<file path="src/rtl/epp_pkg.sv">
// Shared types and constants for the EPP slave bridge and the register map behind it.
package epp_pkg;

  localparam int unsigned EPP_DW = 8;

  typedef logic [EPP_DW-1:0] epp_byte_t;

  typedef enum logic [2:0] {
    IDLE     = 3'd0,
    ADDR_WR  = 3'd1,
    ADDR_RD  = 3'd2,
    DATA_WR  = 3'd3,
    DATA_RD  = 3'd4,
    WAIT_ACK = 3'd5,
    DONE     = 3'd6
  } epp_state_e;

  localparam epp_byte_t ADDR_LED = 8'h01;

  // Address register post-increment; 8'hFF wraps to 8'h00 by width.
  function automatic epp_byte_t addr_next(input epp_byte_t a);
    return a + epp_byte_t'(1);
  endfunction

endpackage

</file>
<file path="src/rtl/epp_reg_bridge_if.sv">
// Internal register bus between the EPP bridge (master) and peripheral register slaves.
interface epp_reg_bridge_if;
  import epp_pkg::*;

  epp_byte_t reg_addr;
  epp_byte_t reg_wdata;
  logic      reg_we;
  logic      reg_re;
  epp_byte_t reg_rdata;
  logic      reg_ack;

  modport master (
    output reg_addr, reg_wdata, reg_we, reg_re,
    input  reg_rdata, reg_ack
  );

  modport slave (
    input  reg_addr, reg_wdata, reg_we, reg_re,
    output reg_rdata, reg_ack
  );
endinterface

</file>
<file path="src/rtl/epp_sync.sv">
// Multi-bit flop-chain synchroniser; resets to all-ones so idle-high strobes read as inactive.
module epp_sync #(
  parameter int unsigned WIDTH  = 1,
  parameter int unsigned STAGES = 2
) (
  input  logic             clk,
  input  logic             rst_n,
  input  logic [WIDTH-1:0] d_i,
  output logic [WIDTH-1:0] q_o
);

  localparam int unsigned NS = (STAGES < 2) ? 2 : STAGES;

  logic [NS-1:0][WIDTH-1:0] sync_q;

  always_ff @(posedge clk or negedge rst_n) begin
    if (!rst_n) begin
      sync_q <= '1;
    end else begin
      sync_q <= {sync_q[NS-2:0], d_i};
    end
  end

  assign q_o = sync_q[NS-1];

endmodule

</file>
<file path="src/rtl/epp_reg_bridge.sv">
// Digilent EPP slave: synchronises host strobes, holds the address register and maps
// data cycles onto single-cycle register-bus requests with ack and timeout.
module epp_reg_bridge
  import epp_pkg::*;
#(
  parameter int unsigned SYNC_STAGES  = 2,
  parameter int unsigned ACK_TIMEOUT  = 16,
  parameter bit          AUTO_INC     = 1'b0,
  parameter epp_byte_t   TIMEOUT_DATA = 8'hFF
) (
  input  logic             clk,
  input  logic             reset_n,
  input  logic             EppAstb,
  input  logic             EppDstb,
  input  logic             EppWr,
  output logic             EppWait,
  input  epp_byte_t        EppDB_i,
  output epp_byte_t        EppDB_o,
  output logic             EppDB_oe,
  epp_reg_bridge_if.master bus,
  output logic             timeout_err
);

  localparam int unsigned STAGES = (SYNC_STAGES < 2) ? 2 : SYNC_STAGES;
  localparam int unsigned TO     = (ACK_TIMEOUT < 1) ? 1 : ACK_TIMEOUT;
  localparam int unsigned CNT_W  = $clog2(TO + 1);
  localparam logic [CNT_W-1:0] CNT_LAST = CNT_W'(TO - 1);

  logic astb_s, dstb_s, wr_s;

  epp_sync #(
    .WIDTH  (3),
    .STAGES (STAGES)
  ) u_sync (
    .clk   (clk),
    .rst_n (reset_n),
    .d_i   ({EppAstb, EppDstb, EppWr}),
    .q_o   ({astb_s, dstb_s, wr_s})
  );

  epp_state_e       state_q,   state_d;
  epp_byte_t        addr_q,    addr_d;
  epp_byte_t        wdata_q,   wdata_d;
  epp_byte_t        dbo_q,     dbo_d;
  epp_byte_t        sample_q,  sample_d;
  logic             oe_q,      oe_d;
  logic             wait_q,    wait_d;
  logic             we_q,      we_d;
  logic             re_q,      re_d;
  logic             terr_q,    terr_d;
  logic             is_data_q, is_data_d;
  logic             is_read_q, is_read_d;
  logic [CNT_W-1:0] cnt_q,     cnt_d;

  always_ff @(posedge clk or negedge reset_n) begin
    if (!reset_n) begin
      state_q   <= IDLE;
      addr_q    <= '0;
      wdata_q   <= '0;
      dbo_q     <= '0;
      sample_q  <= '0;
      oe_q      <= 1'b0;
      wait_q    <= 1'b0;
      we_q      <= 1'b0;
      re_q      <= 1'b0;
      terr_q    <= 1'b0;
      is_data_q <= 1'b0;
      is_read_q <= 1'b0;
      cnt_q     <= '0;
    end else begin
      state_q   <= state_d;
      addr_q    <= addr_d;
      wdata_q   <= wdata_d;
      dbo_q     <= dbo_d;
      sample_q  <= sample_d;
      oe_q      <= oe_d;
      wait_q    <= wait_d;
      we_q      <= we_d;
      re_q      <= re_d;
      terr_q    <= terr_d;
      is_data_q <= is_data_d;
      is_read_q <= is_read_d;
      cnt_q     <= cnt_d;
    end
  end

  always_comb begin
    state_d   = state_q;
    addr_d    = addr_q;
    wdata_d   = wdata_q;
    dbo_d     = dbo_q;
    sample_d  = sample_q;
    oe_d      = oe_q;
    wait_d    = wait_q;
    we_d      = 1'b0;
    re_d      = 1'b0;
    terr_d    = terr_q;
    is_data_d = is_data_q;
    is_read_d = is_read_q;
    cnt_d     = cnt_q;

    unique case (state_q)
      // Address strobe wins when both strobes are seen low together.
      IDLE: begin
        if (!astb_s) begin
          sample_d  = EppDB_i;
          is_data_d = 1'b0;
          is_read_d = wr_s;
          state_d   = wr_s ? ADDR_RD : ADDR_WR;
        end else if (!dstb_s) begin
          sample_d  = EppDB_i;
          is_data_d = 1'b1;
          is_read_d = wr_s;
          state_d   = wr_s ? DATA_RD : DATA_WR;
        end
      end

      ADDR_WR: begin
        addr_d  = sample_q;
        wait_d  = 1'b1;
        state_d = DONE;
      end

      ADDR_RD: begin
        dbo_d   = addr_q;
        oe_d    = 1'b1;
        wait_d  = 1'b1;
        state_d = DONE;
      end

      DATA_WR: begin
        wdata_d = sample_q;
        we_d    = 1'b1;
        cnt_d   = '0;
        state_d = WAIT_ACK;
      end

      DATA_RD: begin
        re_d    = 1'b1;
        cnt_d   = '0;
        state_d = WAIT_ACK;
      end

      // Ack is checked before the timeout so a last-cycle ack still counts.
      WAIT_ACK: begin
        if (bus.reg_ack) begin
          if (is_read_q) begin
            dbo_d = bus.reg_rdata;
            oe_d  = 1'b1;
          end
          wait_d  = 1'b1;
          state_d = DONE;
        end else if (cnt_q == CNT_LAST) begin
          if (is_read_q) begin
            dbo_d = TIMEOUT_DATA;
            oe_d  = 1'b1;
          end
          terr_d  = 1'b1;
          wait_d  = 1'b1;
          state_d = DONE;
        end else begin
          cnt_d = cnt_q + CNT_W'(1);
        end
      end

      DONE: begin
        if (is_data_q ? dstb_s : astb_s) begin
          wait_d  = 1'b0;
          oe_d    = 1'b0;
          state_d = IDLE;
          if (AUTO_INC && is_data_q) begin
            addr_d = addr_next(addr_q);
          end
        end
      end

      default: begin
        state_d = IDLE;
      end
    endcase
  end

  assign EppWait       = wait_q;
  assign EppDB_o       = dbo_q;
  assign EppDB_oe      = oe_q;
  assign timeout_err   = terr_q;
  assign bus.reg_addr  = addr_q;
  assign bus.reg_wdata = wdata_q;
  assign bus.reg_we    = we_q;
  assign bus.reg_re    = re_q;

endmodule

</file>
<file path="src/flat_wrapper.sv">
// flat-port wrapper written by rule: the top's interface ports become plain ports
module epp_reg_bridge_flat import epp_pkg::*;
#(
  parameter int unsigned SYNC_STAGES  = 2,
  parameter int unsigned ACK_TIMEOUT  = 16,
  parameter bit          AUTO_INC     = 1'b0,
  parameter epp_byte_t   TIMEOUT_DATA = 8'hFF
)
  (clk, reset_n, EppAstb, EppDstb, EppWr, EppWait, EppDB_i, EppDB_o, EppDB_oe, timeout_err, bus_reg_addr, bus_reg_wdata, bus_reg_we, bus_reg_re, bus_reg_rdata, bus_reg_ack);
  epp_reg_bridge_if bus_i ();
  input  logic clk;
  input  logic reset_n;
  input  logic EppAstb;
  input  logic EppDstb;
  input  logic EppWr;
  output logic EppWait;
  input  epp_byte_t EppDB_i;
  output epp_byte_t EppDB_o;
  output logic EppDB_oe;
  output logic timeout_err;
  output wire logic [$bits(bus_i.reg_addr)-1:0] bus_reg_addr;
  output wire logic [$bits(bus_i.reg_wdata)-1:0] bus_reg_wdata;
  output wire logic [$bits(bus_i.reg_we)-1:0] bus_reg_we;
  output wire logic [$bits(bus_i.reg_re)-1:0] bus_reg_re;
  input wire logic [$bits(bus_i.reg_rdata)-1:0] bus_reg_rdata;
  input wire logic [$bits(bus_i.reg_ack)-1:0] bus_reg_ack;
  assign bus_reg_addr = bus_i.reg_addr;
  assign bus_reg_wdata = bus_i.reg_wdata;
  assign bus_reg_we = bus_i.reg_we;
  assign bus_reg_re = bus_i.reg_re;
  assign bus_i.reg_rdata = bus_reg_rdata;
  assign bus_i.reg_ack = bus_reg_ack;
  epp_reg_bridge #(.SYNC_STAGES(SYNC_STAGES), .ACK_TIMEOUT(ACK_TIMEOUT), .AUTO_INC(AUTO_INC), .TIMEOUT_DATA(TIMEOUT_DATA)) u_core (.clk(clk), .reset_n(reset_n), .EppAstb(EppAstb), .EppDstb(EppDstb), .EppWr(EppWr), .EppWait(EppWait), .EppDB_i(EppDB_i), .EppDB_o(EppDB_o), .EppDB_oe(EppDB_oe), .bus(bus_i), .timeout_err(timeout_err));
endmodule
</file>
<file path="config.mk">
export PLATFORM = sky130hd
export DESIGN_NAME = epp_reg_bridge_flat
export DESIGN_NICKNAME = d
export VERILOG_FILES = /design/src/rtl/epp_pkg.sv /design/src/rtl/epp_reg_bridge_if.sv /design/src/rtl/epp_sync.sv /design/src/rtl/epp_reg_bridge.sv /design/src/flat_wrapper.sv
export SDC_FILE = /design/constraint.sdc
export NUM_CORES = 1
export LEC_CHECK = 0
export CORE_MARGIN = 3
export CORE_UTILIZATION = 45
export CTS_CLUSTER_DIAMETER = 200
export DETAILED_ROUTE_END_ITERATION = 6
export DONT_BUFFER_PORTS = 1
export GPL_ROUTABILITY_DRIVEN = 0
export SLEW_MARGIN = 20
export SYNTH_ARGS = -nofsm -noshare
export SYNTH_HDL_FRONTEND = slang
export SYNTH_SLANG_ARGS = --single-unit
</file>
<file path="constraint.sdc">
create_clock -name clk -period 2.8 [get_ports clk]
set_input_delay 0.56 -clock clk [delete_from_list [all_inputs] [get_ports clk]]
set_output_delay 0.56 -clock clk [all_outputs]
set_load 0.02 [all_outputs]
</file>
==> results.md <==
* Outcome: finished clean
* TNS Setup at 0 ps
* Slowest stage cell, crit path: ha_1
* Commonest non-fill, non-tap cell in the layout: dfrtp_1
* First-pass GRT wire length at 7769 um
* Antenna diodes at 0
* Max Clock Skew at 8.334 ps
* Total CTS buffers at 5
* Tightest Hold Check Type: in2async
* Area growth, synth to finish at 6.286%
* Adder-cell share of the synthesized area at 0.03667
* Largest delay contributor family on the critical path: adder cells
* Synth Net Count at 217
* Setup slack after layout at 642.1 ps
* Nets at 216
* GRT Overall Usage at 0.1612
* DR vias at 1,417
* Crit Path Category: reg2reg
* Layout cells sized above 1 at 0.2872
* Critical Path Source Type: flop
* Vias in the first global route at 1,522
* Clock buffer depth at 2
* Syn Area/Cell at 12.71 um2
* Root Driver: clkbuf_8
* DRC errors left at 0
* I/O pin count at 51
* Initial core utilization at 0.4864
* Peak supply drop at 0.6056 mV
* Crit path cell chain: inv_1 > ha_1 > inv_1 > nor2_2 > mux2_2
* Post-CTS Resized at 0
* Final setup violation count at 0
* #FFs+latches synth at 53
* Worst Setup End Kind: flop
* Clk_lat worst skew at 310 ps
* Area of the multi-input gates at 927.1 um2
* Vias per cell at 5.557
* Clk sinks at 53
* CTS tree: built
* Register area at 0.001334 mm2
* Max-slew violation count at 0
* CORE AREA at 0.004911 mm2
* Complex-gate fraction of the synthesized area at 0.1137
* Antenna-violating nets left at 0
* Die ar. at 0.006218 mm2
* Non-Filler Instances at 255
* Pin count of the biggest net entering global routing at 48
* Fmax at 463.4 MHz
* DR iter-0 viols at 83
* WHS at 82.19 ps
* Num rows at 25
* R2R setup slack at 640 ps
* Most used cell, CP: inv_1
* WL per Instance at 18.12 um
* Antenna violations before repair at 0
* Worst Path Buf+Inv at 2
* Pre-CTS WS at 654.1 ps
* Clk slew on worst S/H paths at 100 ps
* CP max FO at 18
* Max H-tree Level at 2
* Dpl hpwl at 3370 um
* Synth warn at 0
* Worst slew pin tran at 778.9 ps
* Min Clock Period, post-route at 2158 ps
* Syn Inst Count at 188
* Final Hold Viols at 0
* Cell variety after synth at 38
* Worst Path Required at 2990 ps
* Unrepaired setup endpoints after global routing: false
* Post-synthesis mux area share at 0.1692
* Synth Area in Simple Gates at 0.06862
* Drt pass-1 iters at 4
* Chip width at 78.86 um
* Die height at 78.86 um
* Total Wirelength at 4621 um
* Largest family of logic cells by synthesized area: multiplexers
* Post-route clock period utilization at 0.7707
* Register area share after synthesis at 0.5584
* Placed Cells at 246
* Cell Pwr Density at 1198 mW/mm2
* Worst Path Arrival at 2350 ps
* Most used cells in the layout excluding fill and tap cells: dfrtp_1 (47), mux2_2 (32), inv_1 (18), a21oi_1 (12), a31oi_1 (9)
* Synthesized area at 0.002389 mm2
* Highest cell delay on the worst timing path at 540 ps
* XOR/XNOR Fraction of Synth Area at 0
* P_leak at 1.115 nW
* GR Overflow Total at 0
* Fillers at 444
* Worst rel slew slack at 0.4807
* Port Buffer Count at 0
* Max-Cap Viols at 0
* Total chip power at 3.043 mW
[cell families (layout without fill, tap and decap cells)]
| kind of cell | Yosys count | count (layout) |
|---|---|---|
| flops | 53 | 53 |
| compound gates | 41 | 41 |
| mux | 36 | 36 |
| buf+inv | 27 | 27 |
| simple gates | 24 | 24 |
| fa+ha+maj | 7 | 7 |
[per-stage QoR]
| step | cell area (um2) | util |
|---|---|---|
| 2_1_floorplan | 2389 | - |
| 3_3_place_gp | 2412 | 0.4912 |
| 3_5_place_dp | 2412 | 0.4912 |
| 4_1_cts | 2539 | 0.5169 |
| 5_1_grt | 2539 | 0.5169 |
| 6_report | 2539 | 0.5169 |
[layer usage]
layer / global-route usage / vias up / routed length, um
met5: 0 / - / 0
met3: 0.05215 / 7 / 303
met4: 0.04639 / 0 / 53
met1: 0.2105 / 707 / 2066
met2: 0.2581 / 39 / 2197
li1: - / 664 / -
[state kept, by name, indices dropped and copies added, names as in the netlist]
register	cells
u_core.u_sync.q_o	3
u_core.sample_q	8
u_core.EppDB_o	8
u_core.bus.reg_addr	8
u_core.is_read_q	1
u_core.bus.reg_re	1
u_core.bus.reg_wdata	8
u_core.bus.reg_we	1
u_core.is_data_q	1
u_core.timeout_err	1
u_core.state_q	3
u_core.EppDB_oe	1
u_core.EppWait	1
u_core.cnt_q	5
u_core.u_sync.sync_q	3
[timing repair]
| item | 4_1_cts | 5_1_grt |
|---|---|---|
| endpoints found under the hold margin | 47 | 0 |
| hold buffers | 1 | 0 |
| buffers inserted | 0 | 0 |
[worst register-to-register path: cells and delay by family (launching register included)]
family / cells / cell delay [ps]
fa+ha+maj: 1 / 540
flops: 1 / 420
mux: 1 / 390
simple gates: 1 / 370
buf+inv: 2 / 330
[layout make-up]
| cell class | instances | share of cell area |
|---|---|---|
| sequential | 53 | 0.5254 |
| inverter | 18 | 0.02661 |
| clock buffer | 6 | 0.03253 |
| clock inverter | 2 | 0.006407 |
| timing repair buffer | 1 | 0.01084 |
| tap | 67 | 0.03302 |
| multi-input combinational | 108 | 0.3652 |
[final timing paths]
kind                                                   start                             endpoint  cells after the start
setup / recovery               u_core.state_q[1]$_DFFE_PN0P_   u_core.bus.reg_addr[1]$_DFFE_PN0N_                      5
hold / removal                                       reset_n          u_core.bus.reg_we$_DFF_PN0_                      1
setup reg to reg               u_core.state_q[1]$_DFFE_PN0P_   u_core.bus.reg_addr[1]$_DFFE_PN0N_                      5
hold reg to reg            u_core.u_sync.sync_q[1]$_DFF_PN1_       u_core.u_sync.q_o[1]$_DFF_PN1_                      0
max in group asynchronous                            reset_n  u_core.bus.reg_wdata[1]$_DFFE_PN0P_                      1
min in group clk                                     EppDstb    u_core.u_sync.sync_q[1]$_DFF_PN1_                      0
[cells in the mapped netlist, drive strengths merged]
library cell / instances / share of area
o22a: 1 / 0.0037
nand2b: 4 / 0.014
a221oi: 2 / 0.010
a21o: 2 / 0.0063
nand4b: 1 / 0.0037
ha: 7 / 0.037
mux2i: 1 / 0.0042
nand2: 4 / 0.0063
a21oi: 12 / 0.025
a21boi: 1 / 0.0031
and4bb: 1 / 0.0052
or3: 1 / 0.0026
dfrtp: 47 / 0.49
a31oi: 9 / 0.024
nand3: 3 / 0.0063
inv: 18 / 0.028
buf: 9 / 0.025
and2: 1 / 0.0026
nand4bb: 1 / 0.012
or3b: 1 / 0.0037
o211ai: 3 / 0.0094
dfstp: 6 / 0.066
nor2: 6 / 0.010
a32o: 1 / 0.0042
o2111ai: 1 / 0.0037
a31o: 1 / 0.0037
mux2: 35 / 0.17
and3: 1 / 0.0026
o22ai: 1 / 0.0026
o211a: 1 / 0.0042
o21ai: 6 / 0.014
[power by group]
part	switching, mW	leakage (nW)	total [mW]	internal (mW)
combinational	0.443	0.436	0.944	0.501
clock	0.257	0.0478	0.461	0.204
sequential	0.551	0.631	1.64	1.09
Power figures use the tool's default switching activity.
